--- src/rtl/inst_fetch_buffer_if.sv ---
// Instruction memory bus between the fetch buffer and instruction memory.
//   mem_req    : fetch request valid (fetcher -> memory)
//   mem_addr   : word address of the request (fetcher -> memory)
//   mem_gnt    : request accepted this cycle (memory -> fetcher)
//   mem_rvalid : response valid, earliest the cycle after mem_gnt (memory -> fetcher)
//   mem_rdata  : response word (memory -> fetcher)
//   mem_err    : bus error, qualified by mem_rvalid (memory -> fetcher)
interface inst_fetch_buffer_if;
    logic        mem_req;
    logic [31:0] mem_addr;
    logic        mem_gnt;
    logic        mem_rvalid;
    logic [31:0] mem_rdata;
    logic        mem_err;

    modport master (
        output mem_req, mem_addr,
        input  mem_gnt, mem_rvalid, mem_rdata, mem_err
    );

    modport slave (
        input  mem_req, mem_addr,
        output mem_gnt, mem_rvalid, mem_rdata, mem_err
    );
endinterface

--- src/rtl/inst_fetch_buffer.sv ---
// Prefetching instruction buffer feeding the MIPS32 Decode stage.
// Issues sequential word fetches with at most one request outstanding and
// queues the returned words together with their PCs in a DEPTH-entry FIFO.
// The head entry is presented to Decode with the core's 2-bit readiness
// encoding. A redirect flushes the queue and discards any in-flight response.
//   clk, rst          : clock, asynchronous active-low reset
//   redirect          : flush and restart fetching at redirect_pc
//   redirect_pc       : new word-aligned fetch address
//   stall             : Decode hold, head is not consumed while high
//   mem               : instruction memory bus (master side)
//   pc, inst          : head PC and instruction (fetch_pc / 0 when empty)
//   inst_status       : 2'b00 empty, 2'b10 valid, 2'b01 fault
module inst_fetch_buffer #(
    parameter int          DEPTH    = 4,
    parameter logic [31:0] RESET_PC = 32'h0040_0000
) (
    input  logic                clk,
    input  logic                rst,
    input  logic                redirect,
    input  logic [31:0]         redirect_pc,
    input  logic                stall,
    inst_fetch_buffer_if.master mem,
    output logic [31:0]         pc,
    output logic [31:0]         inst,
    output logic [1:0]          inst_status
);
    localparam int PTR_W = $clog2(DEPTH);
    localparam int CNT_W = PTR_W + 1;
    localparam logic [CNT_W-1:0] FULL = CNT_W'(DEPTH);

    typedef enum logic [1:0] {IDLE, WAIT, DROP} state_t;

    state_t           state, state_next;
    logic [31:0]      fetch_pc, req_pc;
    logic [PTR_W-1:0] rd_ptr, wr_ptr;
    logic [CNT_W-1:0] count;

    logic [31:0]      fifo_pc   [DEPTH];
    logic [31:0]      fifo_inst [DEPTH];
    logic             fifo_err  [DEPTH];

    logic             issue;
    logic             push;
    logic             pop;
    logic             head_valid;

    // Head presentation depends only on stored state, never on the bus.
    assign head_valid  = (count != '0);
    assign inst_status = !head_valid        ? 2'b00 :
                         fifo_err[rd_ptr]   ? 2'b01 : 2'b10;
    assign inst        = head_valid ? fifo_inst[rd_ptr] : 32'd0;
    assign pc          = head_valid ? fifo_pc[rd_ptr]   : fetch_pc;
    assign mem.mem_addr = fetch_pc;

    // A fault head is never consumed; only a redirect clears it.
    assign pop = (inst_status == 2'b10) && !stall && !redirect;

    // Fetch sequencing: one request in flight; a redirect during the wait
    // turns the pending response into one that must be thrown away.
    always_comb begin
        state_next  = state;
        mem.mem_req = 1'b0;
        issue       = 1'b0;
        push        = 1'b0;
        unique case (state)
            IDLE: begin
                mem.mem_req = (count < FULL) && !redirect;
                if (mem.mem_req && mem.mem_gnt) begin
                    issue      = 1'b1;
                    state_next = WAIT;
                end
            end
            WAIT: begin
                if (mem.mem_rvalid) begin
                    push       = !redirect;
                    state_next = IDLE;
                end else if (redirect) begin
                    state_next = DROP;
                end
            end
            DROP: begin
                if (mem.mem_rvalid) begin
                    state_next = IDLE;
                end
            end
            default: state_next = IDLE;
        endcase
    end

    // FSM state register.
    always_ff @(posedge clk or negedge rst) begin
        if (!rst) begin
            state <= IDLE;
        end else begin
            state <= state_next;
        end
    end

    // Fetch address tracking; redirect wins over advancing past a grant.
    always_ff @(posedge clk or negedge rst) begin
        if (!rst) begin
            fetch_pc <= RESET_PC;
            req_pc   <= RESET_PC;
        end else begin
            if (issue) begin
                req_pc <= fetch_pc;
            end
            if (redirect) begin
                fetch_pc <= redirect_pc;
            end else if (issue) begin
                fetch_pc <= fetch_pc + 32'd4;
            end
        end
    end

    // Queue occupancy and pointers; redirect empties the queue outright.
    always_ff @(posedge clk or negedge rst) begin
        if (!rst) begin
            rd_ptr <= '0;
            wr_ptr <= '0;
            count  <= '0;
        end else if (redirect) begin
            rd_ptr <= '0;
            wr_ptr <= '0;
            count  <= '0;
        end else begin
            if (push) begin
                wr_ptr <= wr_ptr + PTR_W'(1);
            end
            if (pop) begin
                rd_ptr <= rd_ptr + PTR_W'(1);
            end
            if (push && !pop) begin
                count <= count + CNT_W'(1);
            end else if (pop && !push) begin
                count <= count - CNT_W'(1);
            end
        end
    end

    // Entry storage needs no reset: count gates every read of it.
    always_ff @(posedge clk) begin
        if (push) begin
            fifo_pc[wr_ptr]   <= req_pc;
            fifo_inst[wr_ptr] <= mem.mem_rdata;
            fifo_err[wr_ptr]  <= mem.mem_err;
        end
    end
endmodule

--- src/flat_wrapper.sv ---
// flat-port wrapper written by rule: the top's interface ports become plain ports
module inst_fetch_buffer_flat 
#(
    parameter int          DEPTH    = 4,
    parameter logic [31:0] RESET_PC = 32'h0040_0000
)
  (clk, rst, redirect, redirect_pc, stall, pc, inst, inst_status, mem_mem_req, mem_mem_addr, mem_mem_gnt, mem_mem_rvalid, mem_mem_rdata, mem_mem_err);
  inst_fetch_buffer_if mem_i ();
  input  logic clk;
  input  logic rst;
  input  logic redirect;
  input  logic [31:0] redirect_pc;
  input  logic stall;
  output logic [31:0] pc;
  output logic [31:0] inst;
  output logic [1:0] inst_status;
  output wire logic [$bits(mem_i.mem_req)-1:0] mem_mem_req;
  output wire logic [$bits(mem_i.mem_addr)-1:0] mem_mem_addr;
  input wire logic [$bits(mem_i.mem_gnt)-1:0] mem_mem_gnt;
  input wire logic [$bits(mem_i.mem_rvalid)-1:0] mem_mem_rvalid;
  input wire logic [$bits(mem_i.mem_rdata)-1:0] mem_mem_rdata;
  input wire logic [$bits(mem_i.mem_err)-1:0] mem_mem_err;
  assign mem_mem_req = mem_i.mem_req;
  assign mem_mem_addr = mem_i.mem_addr;
  assign mem_i.mem_gnt = mem_mem_gnt;
  assign mem_i.mem_rvalid = mem_mem_rvalid;
  assign mem_i.mem_rdata = mem_mem_rdata;
  assign mem_i.mem_err = mem_mem_err;
  inst_fetch_buffer #(.DEPTH(DEPTH), .RESET_PC(RESET_PC)) u_core (.clk(clk), .rst(rst), .redirect(redirect), .redirect_pc(redirect_pc), .stall(stall), .mem(mem_i), .pc(pc), .inst(inst), .inst_status(inst_status));
endmodule
--- config.mk ---
export PLATFORM = sky130hd
export DESIGN_NAME = inst_fetch_buffer_flat
export DESIGN_NICKNAME = d
export VERILOG_FILES = /design/src/rtl/inst_fetch_buffer_if.sv /design/src/rtl/inst_fetch_buffer.sv /design/src/flat_wrapper.sv
export SDC_FILE = /design/constraint.sdc
export NUM_CORES = 1
export LEC_CHECK = 0
export CORE_MARGIN = 4
export CORE_UTILIZATION = 55
export DETAILED_ROUTE_END_ITERATION = 16
export PLACE_DENSITY = 0.81
export SYNTH_ARGS = -nofsm -noshare
export SYNTH_HDL_FRONTEND = slang
export SYNTH_SLANG_ARGS = --single-unit
--- constraint.sdc ---
create_clock -name clk -period 5.2 [get_ports clk]
set_input_delay 1.56 -clock clk [delete_from_list [all_inputs] [get_ports clk]]
set_output_delay 1.56 -clock clk [all_outputs]
set_load 0.02 [all_outputs]
==> results.json <==
{
  "top_layer": "met4",
  "required_ns": 3.64,
  "die_y_um": 164,
  "ys_ff_latch": 333,
  "design_area_sq_um": 16700,
  "r2r_start": "u_core.rd_ptr[1]",
  "die-area_sq_um": 27000,
  "min_period_ns": 4.64,
  "max_slew_margin_pct": 26.3,
  "drt_pass1_iterations": 5,
  "dp_slack_ns": 0.812,
  "finalSetupTns_ns": 0,
  "final_nets": 996,
  "synth_cells": 738,
  "critPathLaunchType": "register",
  "crit_chain": "buf_4 -> mux4_2 -> nor2b_1 -> clkdlybuf4s50_1",
  "ys_async_sr_fraction_pct": 21.9,
  "worst_slew_pin_slew_ns": 1.09,
  "wl_met2_um": 13000,
  "drv_cap": 0,
  "drtAntennaViolNets": 0,
  "dr_wl_met3_um": 1920,
  "period_share_pct": 89.2,
  "ys.flop_type": "edfxtp_1",
  "clk_pin_slew_ns": 0.06,
  "powerDensity_nw_per_um2": 430,
  "ios": 170,
  "worstHoldStart": "u_core.req_pc[1]",
  "grt.overflow.total": 0,
  "cts_resized": 0,
  "routed_wl_um": 27100,
  "drive_gt1_share_pct": 21.9,
  "cts_max_path_buffers": 3,
  "reg2regPathDepth": 8,
  "initialDrtViolationCount": 442,
  "outcome": "completed",
  "finClkSkew_ns": 0.0140,
  "post_drt_via_cell_ratio": 5.70,
  "hold_violations": 0,
  "yosysSeqAreaShare_pct": 71.8,
  "place_hpwl_um": 16400,
  "rsz0062_at_grt": "no",
  "path_class": "reg2out",
  "critical-path-max-stage-delay_ns": 0.83,
  "place_area_sq_um": 15500,
  "end_kind": "primary output",
  "dr_total_vias": 7209,
  "syn_to_final_growth_pct": 24.3,
  "die_x_um": 164,
  "place.gp.congestion": 0.757,
  "synth_area_per_cell_sq_um": 18.2,
  "ys_warn_count": 0,
  "cp_top_family": "buffers and inverters",
  "post_cts_buffers": 0,
  "row_count": 56,
  "slowest_stage": "dfrtp_4",
  "port-buffer-count": 169,
  "grt_pass1_vias": 7663,
  "hold_path_class": "reg2reg",
  "multiInputGateArea_sq_um": 3640,
  "n_fill_cell": 1524,
  "hold_depth": 0,
  "finalMaxSlewViolations": 0,
  "max_freq_mhz": 216,
  "r2r_end": "u_core.count[2]",
  "cts_inserted_buffers": 34,
  "synth_edf_count": 260,
  "hold_end": "u_core.fifo_pc[3][1]",
  "drt-met1-wl_um": 11800,
  "critPathBufInv": 2,
  "worst_slack_ns": 0.562,
  "diodes": 0,
  "grt_start_max_net_pins": 74,
  "drt-wirelength-per-cell_um": 21.4,
  "worstSkewPairLatency_ns": 0.50,
  "syn-num-nets": 815,
  "cp_max_fo": 30,
  "grt_first_pass_wirelength_um": 43000,
  "grt_usage_pct": 20.8,
  "holdBufCountCts": 0,
  "start_util_pct": 56.5,
  "p_leak_nw": 5.62,
  "antenna_found_initial": 0,
  "cts_max_level": 2,
  "clockRootBuffer": "clkbuf_16",
  "syn_area_sq_um": 13400,
  "core_area_sq_um": 23800,
  "cp.arrival_ns": 3.08,
  "clock-sinks": 333,
  "ys_types": 42,
  "drc_errors": 0,
  "cts_tree": "done",
  "peakVddDrop_mv": 0.272,
  "setup_viol": 0,
  "timing.reg2reg.setup_slack_ns": 1.97,
  "power_mw": 7.17,
  "seq_area_sq_um": 9640
}
stage by stage:
step	hold slack [ns]	cells	util (%)
2_1_floorplan	0.471	738	-
3_3_place_gp	0.487	1202	65.4
3_5_place_dp	0.498	1202	65.4
4_1_cts	0.512	1264	70.2
5_1_grt	0.539	1264	70.2
6_report	0.515	1264	70.2
report_power, final:
part	switching (mW)	total, mW	leakage, nW	internal, mW
Sequential	0.201	3.33	3.24	3.13
Combinational	0.658	1.37	1.82	0.708
Clock	0.951	2.47	0.559	1.52
Total	1.81	7.17	5.62	5.36
per-layer routing:
metal | vias to the layer above | GRT usage (%)
li1 | 3234 | -
met1 | 3674 | 30.5
met2 | 274 | 32.9
met3 | 27 | 3.76
met4 | 0 | 4.99
met5 | - | 0
area by class of cell:
cell class | count | area share (%)
clock buffer | 48 | 5.92
clock inverter | 14 | 0.990
inverter | 5 | 0.112
sequential | 333 | 57.8
timing repair buffer | 182 | 11.0
multi-input combinational | 363 | 21.8
tap | 319 | 2.39
cells by family after synthesis:
| group | after synthesis | share of synthesized area, % |
|---|---|---|
| xor+xnor | 32 | 2.09 |
| mux | 132 | 16.5 |
| fa+ha+maj | 6 | 0.615 |
| compound gates | 32 | 1.27 |
| flops | 333 | 71.8 |
| simple gates | 161 | 6.50 |
| buf+inv | 42 | 1.27 |
sequential cells by signal, summed over array words and instances, names as in the netlist:
signal and count:
u_core.fifo_err 4, u_core.count 3, u_core.req_pc 32, u_core.wr_ptr 2
u_core.state 2, u_core.fifo_inst 128, u_core.rd_ptr 2, u_core.mem.mem_addr 32
u_core.fifo_pc 128
synth_stat cells (2+ instances only):
| library cell | instances | area share, % |
|---|---|---|
| dfstp_2 | 2 | 0.39 |
| dfrtp_1 | 71 | 13 |
| o21ai_1 | 17 | 0.63 |
| o21ai_0 | 9 | 0.34 |
| nand3b_1 | 5 | 0.28 |
| nor3_1 | 5 | 0.19 |
| nand2_1 | 51 | 1.4 |
| nand2b_1 | 3 | 0.14 |
| edfxtp_1 | 260 | 58 |
| nand3_1 | 12 | 0.45 |
| a21oi_1 | 2 | 0.075 |
| nor4_1 | 3 | 0.14 |
| mux2_2 | 65 | 5.5 |
| and3_1 | 3 | 0.14 |
| nor2_1 | 17 | 0.48 |
| xnor2_1 | 13 | 0.85 |
| xor2_1 | 19 | 1.2 |
| nor2b_1 | 33 | 1.5 |
| and2_1 | 5 | 0.23 |
| ha_1 | 5 | 0.47 |
| mux2i_1 | 2 | 0.15 |
| mux4_2 | 65 | 11 |
| buf_1 | 3 | 0.084 |
| o211ai_1 | 2 | 0.11 |
| nand4b_1 | 2 | 0.13 |
| buf_2 | 7 | 0.26 |
| nand4_1 | 13 | 0.61 |
| clkbuf_1 | 26 | 0.73 |
| inv_1 | 5 | 0.14 |
how the worst max path moves through the flow:
| stage | start | to | slack, ns | cells past startpoint |
|---|---|---|---|---|
| after floorplan | redirect | mem_mem_req | 1.08 | 2 |
| after global placement | redirect | mem_mem_req | 0.83 | 3 |
| after detailed placement | redirect | mem_mem_req | 0.81 | 3 |
| after CTS | u_core.rd_ptr[0] | inst[20] | 0.45 | 4 |
| after global routing | u_core.rd_ptr[0] | inst[20] | 0.35 | 4 |
| final | u_core.rd_ptr[0] | inst[20] | 0.56 | 4 |
worst reg2reg max path, cell delays in order (launching register included):
cell and delay, ns:
dfrtp_4 0.92, buf_4 0.30, mux4_2 0.35, nor3_2 0.48, nor3_1 0.12, fa_1 0.41, nor3_1 0.26, o21ai_0 0.10
nor3b_1 0.14
layout by cell type (no fill, tap or decap), drive strengths merged, types with 2 or more instances in the layout:
master         count
nand4             13
nor4               4
mux4              65
a21oi              2
nor2              17
buf               15
and3               3
nor2b             33
clkbuf            48
o21ai             26
dfstp              2
edfxtp           260
inv                5
nand3             12
nand2             51
and2               5
mux2              65
bufinv             4
xnor2             13
o211ai             2
nor3               7
ha                 5
clkinv             9
dfrtp             71
xor2              19
nand3b             5
clkdlybuf4s50    167
mux2i              2
nand2b             3
nand4b             2
No activity file was read; power rests on OpenSTA's default activity.
